[src/rtl/mips_pkg.sv]
// Shared constants and pipeline-register payload types for the MIPS pipeline.
package mips_pkg;

    localparam logic [31:0] RESET_PC = 32'h0000_3000;
    localparam logic [31:0] IM_BASE  = 32'h0000_3000;
    localparam int          IM_WORDS = 4096;

    // Exception code CP0 records when D_exc reaches it.
    localparam logic [4:0]  EXC_ADEL = 5'd4;
    localparam logic [31:0] NOP      = 32'h0;

    typedef struct packed {
        logic [31:0] instr;
        logic [31:0] pc;
        logic        valid;
        logic        exc;
    } if_id_t;

endpackage

[src/rtl/if_id_reg.sv]
// Pipeline register between fetch and decode: hold on !en, inject a bubble on request.
import mips_pkg::*;

module if_id_reg #(
    parameter logic [31:0] RST_PC = mips_pkg::RESET_PC
) (
    input  logic        clk,
    input  logic        reset,
    input  logic        en,
    input  logic        bubble,
    input  logic [31:0] bubble_pc,
    input  if_id_t      d,
    output if_id_t      q
);

    always_ff @(posedge clk or negedge reset) begin
        if (!reset) begin
            q.instr <= NOP;
            q.pc    <= RST_PC;
            q.valid <= 1'b0;
            q.exc   <= 1'b0;
        end else if (en) begin
            if (bubble) begin
                // A bubble keeps a PC so later stages can still report a sensible address.
                q.instr <= NOP;
                q.pc    <= bubble_pc;
                q.valid <= 1'b0;
                q.exc   <= 1'b0;
            end else begin
                q <= d;
            end
        end
    end

endmodule

[src/rtl/fetch_unit.sv]
// Instruction-fetch stage: PC register, next-PC selection, fetch address check, IF/ID capture.
import mips_pkg::*;

module fetch_unit #(
    parameter logic [31:0] RESET_PC   = mips_pkg::RESET_PC,
    parameter logic [31:0] IM_BASE    = mips_pkg::IM_BASE,
    parameter int          IM_WORDS   = mips_pkg::IM_WORDS,
    parameter int          DELAY_SLOT = 1
) (
    input  logic        clk,
    input  logic        reset,
    output logic [31:0] PC_O,
    input  logic [31:0] IM_O,
    input  logic        stall,
    input  logic        redirect,
    input  logic [31:0] redirect_pc,
    input  logic        exc_redirect,
    input  logic [31:0] exc_pc,
    output logic [31:0] D_instr,
    output logic [31:0] D_pc,
    output logic        D_valid,
    output logic        D_exc
);

    // 33-bit bound so a memory ending at the top of the address space cannot overflow.
    localparam logic [32:0] IM_LAST = {1'b0, IM_BASE} + 33'(4 * IM_WORDS) - 33'd4;

    logic        fetch_err;
    logic [31:0] pc_next;
    logic        reg_en;
    logic        reg_bubble;
    logic [31:0] reg_bubble_pc;
    if_id_t      fetch_word;
    if_id_t      if_id_q;

    assign fetch_err = (PC_O[1:0] != 2'b00) || (PC_O < IM_BASE) || ({1'b0, PC_O} > IM_LAST);

    always_comb begin
        pc_next = PC_O + 32'd4;
        if (exc_redirect) begin
            pc_next = exc_pc;
        end else if (stall) begin
            pc_next = PC_O;
        end else if (redirect) begin
            pc_next = redirect_pc;
        end
    end

    always_ff @(posedge clk or negedge reset) begin
        if (!reset) begin
            PC_O <= RESET_PC;
        end else begin
            PC_O <= pc_next;
        end
    end

    // A stalled redirect is ignored here: the register is disabled and decode reasserts it.
    assign reg_en        = !stall || exc_redirect;
    assign reg_bubble    = exc_redirect || (redirect && (DELAY_SLOT == 0));
    assign reg_bubble_pc = exc_redirect ? exc_pc : PC_O;

    always_comb begin
        fetch_word.instr = fetch_err ? NOP : IM_O;
        fetch_word.pc    = PC_O;
        fetch_word.valid = 1'b1;
        fetch_word.exc   = fetch_err;
    end

    if_id_reg #(
        .RST_PC(RESET_PC)
    ) u_if_id (
        .clk      (clk),
        .reset    (reset),
        .en       (reg_en),
        .bubble   (reg_bubble),
        .bubble_pc(reg_bubble_pc),
        .d        (fetch_word),
        .q        (if_id_q)
    );

    assign D_instr = if_id_q.instr;
    assign D_pc    = if_id_q.pc;
    assign D_valid = if_id_q.valid;
    assign D_exc   = if_id_q.exc;

endmodule

[config.mk]
export PLATFORM = sky130hd
export DESIGN_NAME = fetch_unit
export DESIGN_NICKNAME = d
export VERILOG_FILES = /design/src/rtl/mips_pkg.sv /design/src/rtl/if_id_reg.sv /design/src/rtl/fetch_unit.sv
export SDC_FILE = /design/constraint.sdc
export NUM_CORES = 1
export LEC_CHECK = 0
export ABC_AREA = 1
export BUFFER_PORTS_ARGS = -buffer_cell sky130_fd_sc_hd__buf_2
export CAP_MARGIN = 25
export CORE_ASPECT_RATIO = 0.8
export CORE_MARGIN = 2
export CORE_UTILIZATION = 53
export DETAILED_ROUTE_END_ITERATION = 7
export GPL_TIMING_DRIVEN = 0
export PLACE_DENSITY = 0.82
export SLEW_MARGIN = 20
export SYNTH_ARGS = -nofsm -noshare
export SYNTH_HDL_FRONTEND = slang
export SYNTH_HIERARCHICAL = 1
export SYNTH_SLANG_ARGS = --single-unit
[constraint.sdc]
create_clock -name clk -period 1.7 [get_ports clk]
set_clock_uncertainty 0.05 [all_clocks]
set_input_delay 0.255 -clock clk [delete_from_list [all_inputs] [get_ports clk]]
set_output_delay 0.255 -clock clk [all_outputs]
set_load 0.01 [all_outputs]
; ---- After elaboration in Yosys (flattened, before gate mapping)
; Index checks and enable logic that the tools add are counted.
[word_totals]
ff_bits = 98
input_bits = 101
out_inout_bits = 98
wordCells = 19
[classes]
add_sub_neg = 1
magnitude_cmp = 2
eq_ne = 1
mux = 5
reduce_logical = 5
[ops]
columns = operator, n
row1 = 2-to-1 mux 32 bit, 4
row2 = 2-to-1 mux 66 bit, 1
row3 = "adder 32 x 3 -> 32 bit, second input constant", 1
row4 = "> comparator 32 x 15 -> 1 bit, second input constant", 1
row5 = "< comparator 32 x 14 -> 1 bit, second input constant", 1
row6 = logical OR 1 bit, 3
row7 = "!= test 2 x 1 -> 1 bit, second input constant", 1
row8 = nonzero test 2 bit, 1
row9 = logical NOT 1 bit, 1

; ---- Logic depth before layout (Yosys ltp)
[logic_depth]
word_depth = 5
depth_mapped = 9
depth_no_buf = 9

; ---- Hierarchy
; Netlist, hierarchy kept.
[modules_own_cells]
columns = module, n_inst, cells_each, area_each_um2, seq_area_each_um2
row1 = fetch_unit, 1, 577, 3784.9, 803.3
row2 = if_id_reg, 1, 419, 3113.0, 1654.1

; ---- Least setup slack after synthesis
; OpenSTA, ideal clock, no wires.
[synth_timing]
path_type = input port to flip-flop
startpoint = input port exc_redirect
endpoint = register u_if_id/q[54] (netlist bit)
setup_ns = 0.118
arrival_time_ns = 1.389
t_required_ns = 1.532
setup_slack_ns = 0.143
stages = 9
n_path_buf = 4
cell_sequence = buf_2 > nor2_2 > inv_2 > clkbuf_1 > inv_2 > buf_2 > buf_2 > nand2_1 > nand2_1
[synth_via]
elab_chain_len = 1
word_cells_on_any_way = 2
cone_classes = mux: 1 / reduce/logical: 1
[synth_lines]
columns = item, line_no
row1 = "start, declared", fetch_unit.sv:17  ; input logic exc_redirect,
row2 = logical OR 1 bit, fetch_unit.sv:58  ; assign reg_en = !stall || exc_redirect;
row3 = via reg_en, fetch_unit.sv:30  ; logic reg_en;
row4 = "end, declared", if_id_reg.sv:13  ; output if_id_t q
; The timed path passes the listed nets, and every way through them passes these cells.
; A chain may end at the register's enable or synchronous reset.

==> qor.txt <==
status = finished with violations
failing checks = negative setup slack
Slew headroom = 56.2%
chip width = 132 um
critical path's largest stage delay = 480 ps
Async SR Flop Fraction = 100%
Pwr Density = 775 nW/um^2
cell mode on critical path = buf_12
io pins = 199
Final HPWL DP = 15.5 mm
Via density = 5.32
ranking of synthesized cells by area = dfrtp_1, nand2_1, nand3_1
Max Clk Rate = 0.580 GHz
Seq cells post-synth = 98
CP max stage cell = dfrtp_2
Post-synth EDFFs = 0
Starting Density = 54.0%
Final ANT Viol Nets = 0
Core Region = 12,800 sq um
vias in the first global route = 6,818
data required time of the worst path = 1930 ps
WL final = 21.7 mm
CP Capture Type = flop
fin crit period = 1720 ps
Cell Int Power = 4.52 mW
type of origin of the critical path = flop
clock power share = 31.1%
sequential power share = 41.2%
CTS tree = done
P_sw = 2.39 mW
clk buf depth = 2
Comb power frac = 27.7%
CP cell instances = nor4_4 > nand4_4 > buf_12 > buf_12 > nor3_4 > nand3_1 > nand2_1
layout cells sized above 1 = 35.2%
1st-pass router iterations = 5
GRT Resource Usage Total = 30.5%
Syn. warnings = 6
drt wl/cell = 15.3 um
post-detailed-route DRC marker count = 0
Die Span Y = 106 um
crit path kind = reg -> reg
final setup vio count = 6
worst hold path class = in -> reg
Clk Latency, worst-skew pair = 350 ps
Max IR drop VDD = 584 uV
total die area = 13,900 sq um
H-tree depth = 3
largest net degree at the start of global routing = 72
Worst-path clk slew = 80 ps
Final Hold Viols = 0
number of clock sinks = 98
Initial DRC Count = 741
synthesized area = 6900 sq um
Core Util, Final = 69.8%
post-synthesis cell count = 996
final setup TNS = -48.3 ps
Synth cell types = 38
Hold WS = 125 ps
Worst-Margin Slew = 656 ps
RSZ-0062 raised after global routing = true
fin nets = 1,335
Crit path arrival time = 1960 ps
row count = 37
largest fanout on the critical path = 8
Synth Net Count = 1,098
global-route wire length before repair = 34.1 mm
Yosys top cell area share = 34.1%
Pins Over Slew Limit = 0
Final Worst Setup Slack = -23.2 ps
register area share after synthesis = 35.6%
Sw Share = 34.6%
initial antenna violation count = 1
Inserted Clock Buffers = 9
CTS root buffer = clkbuf_16
top_reg_cell synth = dfrtp_1
total number of vias = 7,527
Final Cycle Share = 101%
Avg Inst Size Synth = 6.93 sq um
Max Cap Viol = 0
# port buffers = 196
Area Growth Syn to Fin = 29.2%
leakage power = 5.02 nW
Synth area leader = dfrtp_1
total gr overflow = 0
Routability Congestion = 0.981
-- stage by stage --
stage	instance area, sq um	instances	total power [mW]	setup WS [ps]
6_report	8910	1414	6.91	-23.2
3_5_place_dp	8130	1368	4.56	-369
2_1_floorplan	6900	996	3.89	143
3_3_place_gp	8100	1367	4.52	-790
4_1_cts	8570	1390	6.76	-11.8
5_1_grt	8910	1414	7.23	-64.3
-- per-layer routing --
metal  GRT usage [%]  vias up  wire length (um)
met5               0        -                 0
met4            10.6        0               615
met3            6.68       47              2140
met2            47.0      391              9750
met1            42.6     3523              9180
li1                -     3566                 -
-- cell usage after synthesis, types with 6 or more instances --
library cell,n
a21oi_2,9
buf_6,6
nand3_2,8
nand2_1,322
buf_2,22
nor2_1,52
inv_1,137
o21ai_1,6
nor2_4,8
nand3_1,117
buf_4,41
a21oi_1,9
nand2_2,14
dfrtp_1,94
nor3_2,30
o21ai_0,32
inv_2,6
clkbuf_1,16
a31oi_1,27
-- power groups by stage --
stage	logic (mW)	registers (mW)	clock network (mW)
6_report	1.91	2.84	2.15
5_1_grt	2.10	2.88	2.26
4_1_cts	1.75	2.84	2.17
3_5_place_dp	1.71	2.86	0
3_3_place_gp	1.66	2.86	0
2_1_floorplan	1.04	2.84	0
-- worst max-delay path, delay by kind of cell, from the launching register on --
family / cells / cell delay, ps
buffers and inverters: 2 / 320
DFF: 1 / 480
and+or+nand+nor: 5 / 800
-- layout by cell type, fill, tap and decap left out, types with 7 or more instances in the layout --
| cell | Yosys | routed |
|---|---|---|
| a21oi_1 | 9 | 9 |
| a21oi_2 | 9 | 9 |
| a31oi_1 | 27 | 27 |
| buf_2 | 22 | 218 |
| buf_4 | 41 | 65 |
| clkbuf_1 | 16 | 16 |
| clkbuf_16 | 0 | 11 |
| dfrtp_1 | 94 | 74 |
| dfrtp_2 | 0 | 20 |
| inv_1 | 137 | 137 |
| nand2_1 | 322 | 321 |
| nand2_2 | 14 | 14 |
| nand3_1 | 117 | 117 |
| nand3_2 | 8 | 8 |
| nor2_1 | 52 | 43 |
| nor2_2 | 4 | 12 |
| nor2_4 | 8 | 9 |
| nor3_2 | 30 | 24 |
| nor3_4 | 0 | 7 |
| o21ai_0 | 32 | 32 |
-- state kept, by name, indices dropped and copies added (netlist names) --
register,flops
PC_O,32
u_if_id/q,66
-- area by class of cell --
cell class / instances / area, sq um
repair buffers: 227 / 1290
clock inverters: 6 / 75.1
inverters: 143 / 537
flip-flops and latches: 98 / 2480
plain buffers: 84 / 572
fillers: 1106 / 3860
diodes: 1 / 2.50
multi-input cells: 670 / 3510
well taps: 175 / 219
clock buffers: 10 / 229
-- repair_timing --
action / CTS / global route
pin swaps: 4 / 18
endpoints found under the hold margin: 26 / 0
hold buffers: 1 / 0
gates resized for setup: 16 / 42
endpoints found under the setup margin: 36 / 47
setup buffers: 5 / 21
gates cloned: 1 / 2
-- final timing paths --
| kind | start | endpoint | slack, ps | cells after the start |
|---|---|---|---|---|
| max | PC_O[21]$_DFFE_PN0P_ | u_if_id/q[54]$_DFFE_PN0P_ | -20 | 7 |
| min | redirect_pc[7] | PC_O[7]$_DFFE_PN0P_ | 120 | 3 |
| max reg2reg | PC_O[21]$_DFFE_PN0P_ | u_if_id/q[54]$_DFFE_PN0P_ | -20 | 7 |
| min reg2reg | u_if_id/q[15]$_DFFE_PN1P_ | u_if_id/q[15]$_DFFE_PN1P_ | 420 | 2 |
| max in group asynchronous | reset | PC_O[2]$_DFFE_PN0P_ | 620 | 3 |
| min in group asynchronous | reset | u_if_id/q[22]$_DFFE_PN0P_ | 300 | 2 |
-- cells by family after synthesis --
family | after synthesis | synth area share, %
buffers and inverters | 228 | 15.7
other | 1 | 0.0544
DFF | 98 | 35.6
adders and majority gates | 1 | 0.181
AOI/OAI and AO/OA | 94 | 8.24
and+or+nand+nor | 574 | 40.2
Note: power is estimated with default switching activity, not from simulation.
